$ cat config.mk
export PLATFORM = sky130hd
export DESIGN_NAME = playback_ctrl
export DESIGN_NICKNAME = d
export VERILOG_FILES = /design/src/rtl/playback_pkg.sv /design/src/rtl/addr_counter.sv /design/src/rtl/playback_ctrl.sv
export SDC_FILE = /design/constraint.sdc
export NUM_CORES = 1
export LEC_CHECK = 0
export BUFFER_PORTS_ARGS = -buffer_cell sky130_fd_sc_hd__buf_2
export CAP_MARGIN = 30
export CORE_MARGIN = 2
export CORE_UTILIZATION = 32
export CTS_BUF_LIST = sky130_fd_sc_hd__clkbuf_8
export CTS_CLUSTER_SIZE = 24
export DETAILED_ROUTE_END_ITERATION = 6
export MAX_ROUTING_LAYER = met4
export RECOVER_POWER = 100
export SYNTH_ARGS = -nofsm -noshare
export SYNTH_HDL_FRONTEND = slang
export SYNTH_HIERARCHICAL = 1
export SYNTH_SLANG_ARGS = --single-unit
$ cat constraint.sdc
create_clock -name clk -period 3.98 [get_ports clk]
set_input_delay 0.398 -clock clk [delete_from_list [all_inputs] [get_ports clk]]
set_output_delay 0.398 -clock clk [all_outputs]
set_load 0.01 [all_outputs]
$ cat src/rtl/playback_pkg.sv
// Shared definitions for the playback sequencer: FSM state codes,
// direction level encoding and the half-word select used when a
// 32-bit flash word is split into two 16-bit audio samples.
package playback_pkg;

  localparam logic [1:0] ST_IDLE      = 2'd0;
  localparam logic [1:0] ST_REQ       = 2'd1;
  localparam logic [1:0] ST_WAIT_DATA = 2'd2;
  localparam logic [1:0] ST_HALF      = 2'd3;

  localparam logic DIR_FWD = 1'b1;
  localparam logic DIR_BWD = 1'b0;

  localparam logic HALF_LO = 1'b0;
  localparam logic HALF_HI = 1'b1;

  function automatic logic [15:0] pick_half(input logic [31:0] word, input logic sel);
    return (sel == HALF_HI) ? word[31:16] : word[15:0];
  endfunction

endpackage

$ cat src/rtl/addr_counter.sv
// Flash word-address counter: loads the song start for the current
// direction, steps up or down, and at the end of the song either wraps
// (PLAYBACK_CTRL_LOOP_EN defined) or holds its value.
module addr_counter import playback_pkg::*; #(
  parameter int                ADDR_W    = 23,
  parameter logic [ADDR_W-1:0] LAST_ADDR = 23'h7FFFF
) (
  input  logic              clk,
  input  logic              reset,
  input  logic              load,
  input  logic              en,
  input  logic              dir,
  output logic [ADDR_W-1:0] addr,
  output logic              at_end
);

  localparam logic [ADDR_W-1:0] ONE  = 1;
  localparam logic [ADDR_W-1:0] ZERO = '0;

  assign at_end = (dir == DIR_FWD) ? (addr == LAST_ADDR) : (addr == ZERO);

  // Load has priority over stepping; a step at the end wraps or holds
  always_ff @(posedge clk) begin
    if (reset) begin
      addr <= ZERO;
    end else if (load) begin
      addr <= (dir == DIR_FWD) ? ZERO : LAST_ADDR;
    end else if (en) begin
      if (!at_end) begin
        addr <= (dir == DIR_FWD) ? addr + ONE : addr - ONE;
      end
`ifdef PLAYBACK_CTRL_LOOP_EN
      else begin
        addr <= (dir == DIR_FWD) ? ZERO : LAST_ADDR;
      end
`endif
    end
  end

endmodule

$ cat src/rtl/playback_ctrl.sv
// Playback sequencer for the simple iPod: one flash word read per two
// audio ticks, one 16-bit sample out per tick, forward or backward.
// Define PLAYBACK_CTRL_LOOP_EN to make the song loop at either end;
// otherwise playback stops at the end until a restart.
module playback_ctrl import playback_pkg::*; #(
  parameter int                ADDR_W    = 23,
  parameter logic [ADDR_W-1:0] LAST_ADDR = 23'h7FFFF
) (
  input  logic              clk,
  input  logic              reset,
  input  logic              start,
  input  logic              direction,
  input  logic              restart,
  input  logic              sample_tick,
  output logic              flash_read,
  output logic [ADDR_W-1:0] flash_addr,
  input  logic              flash_waitrequest,
  input  logic              flash_readdatavalid,
  input  logic [31:0]       flash_readdata,
  output logic [15:0]       audio_data,
  output logic              audio_valid,
  output logic              overrun
);

  logic [1:0]  state;
  logic        restart_pend;
  logic        stopped;
  logic        half_sel;
  logic [31:0] word_reg;
  logic        restart_any;
  logic        apply_restart;
  logic        play_tick;
  logic        advance;
  logic        at_end;

  // A restart seen now or earlier suppresses ticks; it only takes effect
  // outside a read so the flash bus transaction is never abandoned
  assign restart_any   = restart | restart_pend;
  assign apply_restart = restart_pend && ((state == ST_IDLE) || (state == ST_HALF));
  assign play_tick     = sample_tick && start && !stopped && !restart_any;
  assign advance       = (state == ST_HALF) && play_tick;
  assign flash_read    = (state == ST_REQ);

  addr_counter #(
    .ADDR_W    (ADDR_W),
    .LAST_ADDR (LAST_ADDR)
  ) u_addr_counter (
    .clk    (clk),
    .reset  (reset),
    .load   (apply_restart),
    .en     (advance),
    .dir    (direction),
    .addr   (flash_addr),
    .at_end (at_end)
  );

  // Main sequencer: request, wait for data, emit first half, then the other half
  always_ff @(posedge clk) begin
    if (reset) begin
      state        <= ST_IDLE;
      restart_pend <= 1'b0;
      half_sel     <= HALF_LO;
      word_reg     <= '0;
      audio_data   <= '0;
      audio_valid  <= 1'b0;
      overrun      <= 1'b0;
    end else begin
      audio_valid <= 1'b0;
      if (restart) begin
        restart_pend <= 1'b1;
      end
      if (apply_restart) begin
        state        <= ST_IDLE;
        overrun      <= 1'b0;
        restart_pend <= restart;
      end else begin
        case (state)
          ST_IDLE: begin
            if (play_tick) begin
              state <= ST_REQ;
            end
          end
          ST_REQ: begin
            if (sample_tick) begin
              overrun <= 1'b1;
            end
            if (!flash_waitrequest) begin
              state <= ST_WAIT_DATA;
            end
          end
          ST_WAIT_DATA: begin
            if (sample_tick) begin
              overrun <= 1'b1;
            end
            if (flash_readdatavalid) begin
              if (restart_any) begin
                state <= ST_IDLE;
              end else begin
                state       <= ST_HALF;
                word_reg    <= flash_readdata;
                audio_valid <= 1'b1;
                if (direction == DIR_FWD) begin
                  audio_data <= flash_readdata[15:0];
                  half_sel   <= HALF_HI;
                end else begin
                  audio_data <= flash_readdata[31:16];
                  half_sel   <= HALF_LO;
                end
              end
            end
          end
          default: begin
            if (play_tick) begin
              audio_data  <= pick_half(word_reg, half_sel);
              audio_valid <= 1'b1;
              state       <= ST_IDLE;
            end
          end
        endcase
      end
    end
  end

`ifdef PLAYBACK_CTRL_LOOP_EN
  assign stopped = 1'b0;
`else
  // Latch end-of-song so further ticks are ignored until a restart
  always_ff @(posedge clk) begin
    if (reset) begin
      stopped <= 1'b0;
    end else if (apply_restart) begin
      stopped <= 1'b0;
    end else if (advance && at_end) begin
      stopped <= 1'b1;
    end
  end
`endif

endmodule

==> results.md <==
- PD cells: between 300 and 400 nW/um^2
- I/O Pins: ~80
- Max-cap violations: 1
- Top cell type's share of synthesized area: 0.3075
- Nets: roughly 730
- Min cycle time layout: approximately 3100 ps
- Flops & latches, synth: a little under 80
- CTS H-tree lvls: 3
- Max reg flops: 32
- Post-route ant nets: 0
- Share of cells above drive strength 1: 0.1398
- Kind of critical path: reg -> reg
- Final instance area: roughly 5600 um^2
- FMAX: 324.9 MHz
- Hold-fix buffers, CTS: 0
- Warnings, synthesis: 6
- Synth area leaders: dfxtp_1 (31%), mux2i_1 (10%), nand2_1 (6.4%), ha_1 (6.4%), a21oi_2 (5.5%)
- Final Hold Fails: 0
- Measured slew at the worst slew-check pin: ~1600 ps
- DRC viols: 0
- Total wire length: around 14000 um
- Placed insts: 865
- Syn nets: between 600 and 700
- Post-CTS Setup Bufs: 0
- Worst R2R End: word_reg[5]
- Clk sinks: 78
- Reg clk slew, reported paths: 90 ps
- Die ar.: between 15000 and 20000 um^2
- Count leader, synth: nand2_1
- Crit path DAT: approximately 3400 ps
- Final slew viol count: 23
- 1st-iter DRT viols: around 330
- Post-synthesis sequential area ratio: 0.3075
- Final Util: 0.3587
- Worst Reg-to-Reg Cells: 7
- Setup TNS: 0 ps
- Pre-CTS setup slack: 940.9 ps
- FP Rows: between 40 and 50
- Clock Root Buffer: clkbuf_8
- P&R area growth vs syn: 10.99%
- Hold Crit Endpoint: word_reg[17]
- GR Overflow Total: 0
- Mapped cell area: around 5100 um^2
- CTS Buffer Depth: 2
- Die height: 130.0 um
- CP required: 4290 ps
- Peak supply drop: ~0.22 mV
- Clk Latency, worst-skew pair: around 380 ps
- CP startpoint: state[0]
- ANT cells: 0
- DRT Pass-1 Iters: 4
- Clk_skew: between 10 and 15 ps
- Die width: 130.0 um
- Port buffer count: 81
- RSZ-0062 raised after global routing: false
- Worst Path Max Fanout: 33
- CTS Buf Count: 9
- Reg2reg setup slack: around 900 ps
- Global-route wire length before repair: ~22000 um
- Fin worst setup slack: 902.1 ps
- Hold Path Class: in -> reg
- Yosys cell types: 70
- Avg Inst Size Synth: ~8.5 um^2
- Total chip power: about 1.8 mW
- Post-synth ARST share: 0
- Synth top cells by count: nand2_1 (87), dfxtp_1 (78), a21oi_1 (53), mux2i_1 (52), a21oi_2 (32)
- Final setup fails: 0
- Post-synth top area cell: dfxtp_1
- Crit share post-route: 0.7733
- Post-synth EDFFs: 0
- Synthesized instance count: 597
- Status: finished, violations left
- Largest net degree at the start of global routing: just under 60
- Hold_ws: 269.6 ps
- DP Area: 5568 um^2
- Vias in the first global route: ~4300
- Reg-to-Reg Start: state[0]
- CTS tree: done
- Hpwl dp: approximately 9700 um
- RePlAce Congestion: about 0.90
- Failing checks: capacitance limit, slew limit
- Layout Cells excl Fill: between 800 and 900
- CP Capture Type: flip-flop
- DR vias: about 4600
- WL/cell: between 15 and 20 um
- Relative max-transition margin: -0.03841
- Total Routing Usage GR: 0.1699
- Ys flop type: dfxtp_1
- Core Region: about 16000 um^2
- Detail-routed via count per cell: ~5.2
- Post_cts resized: 0
- CP Launch Type: flip-flop
- Starting density of the core: 0.3232
- Min-delay src: flash_readdata[17]
- Leakage power: 2.080 nW
- Initial antenna violation count: 0
- Hold path cells: 3
[cell families (layout without fill, tap and decap cells)]
group,Yosys count,in the layout,share of synthesized area
and+or+nand+nor,203,203,0.2057
AOI/OAI and AO/OA,175,175,0.2355
DFF,78,78,0.3075
muxes,52,52,0.1025
buffers and inverters,52,120,0.06356
adders and majority gates,27,27,0.06800
xor gates and xnor gates,10,10,0.01725
[worst max-delay path: stages, from the launching register on]
cell	delay, ps
dfxtp_1	370
inv_1	120
ha_1	150
clkbuf_1	1120
or3b_1	570
nor2_8	420
nand2_1	130
a21oi_2	120
[metal layers]
layer	GRT usage	share of wire
met1	0.2312	0.49
met2	0.2590	0.46
met3	0.03075	0.035
met4	0.04744	0.0094
met5	-	0
[cells in the final DEF, fill, tap and decap left out, types with 2 or more instances in the layout]
master      n
inv_1      14
inv_6       2
o21a_1      2
and2_1      5
dfxtp_1    78
mux2i_1    52
nand4_1    15
or3_1       3
o31ai_1     3
and4_1      2
xor2_1      3
a21oi_2    16
nor3_1      6
clkbuf_8    9
o311a_1     2
nor2_1     29
a21o_1      9
and3_1      5
o21ai_0    14
nand3_1    22
nand2_1    87
ha_1       26
buf_4       6
a21oi_1    69
o211ai_1    3
nor4_1      7
a31oi_1    10
clkbuf_1   43
a211o_1     5
a211oi_1    8
o2111ai_1   5
xnor2_1     7
a21boi_0    2
buf_2      39
or2_2       2
nor2b_1     3
nor3b_1     3
o21ai_1    16
[worst max path at each step]
stage | end | cells after the start
4_1_cts | u_addr_counter/addr[20] | 10
5_1_grt | word_reg[15] | 7
6_report | word_reg[5] | 7
2_1_floorplan | u_addr_counter/addr[20] | 10
3_5_place_dp | u_addr_counter/addr[20] | 10
3_3_place_gp | u_addr_counter/addr[20] | 10
[layout make-up]
| cell class | instances | area [um^2] |
|---|---|---|
| Clock buffer | 9 | 123.9 |
| Clock inverter | 7 | 80.08 |
| Fill cell | 1705 | 10080 |
| Inverter | 15 | 56.30 |
| Multi-Input combinational cell | 467 | 3115 |
| Sequential cell | 78 | 1562 |
| Tap cell | 216 | 270.3 |
| Timing Repair Buffer | 89 | 429.2 |
[report_power, final]
group / internal (mW) / total, mW / switching [mW]
logic: 0.141 / 0.365 / 0.224
clock network: 0.299 / 0.636 / 0.338
registers: 0.801 / 0.831 / 0.0300
Power figures use the tool's default switching activity.
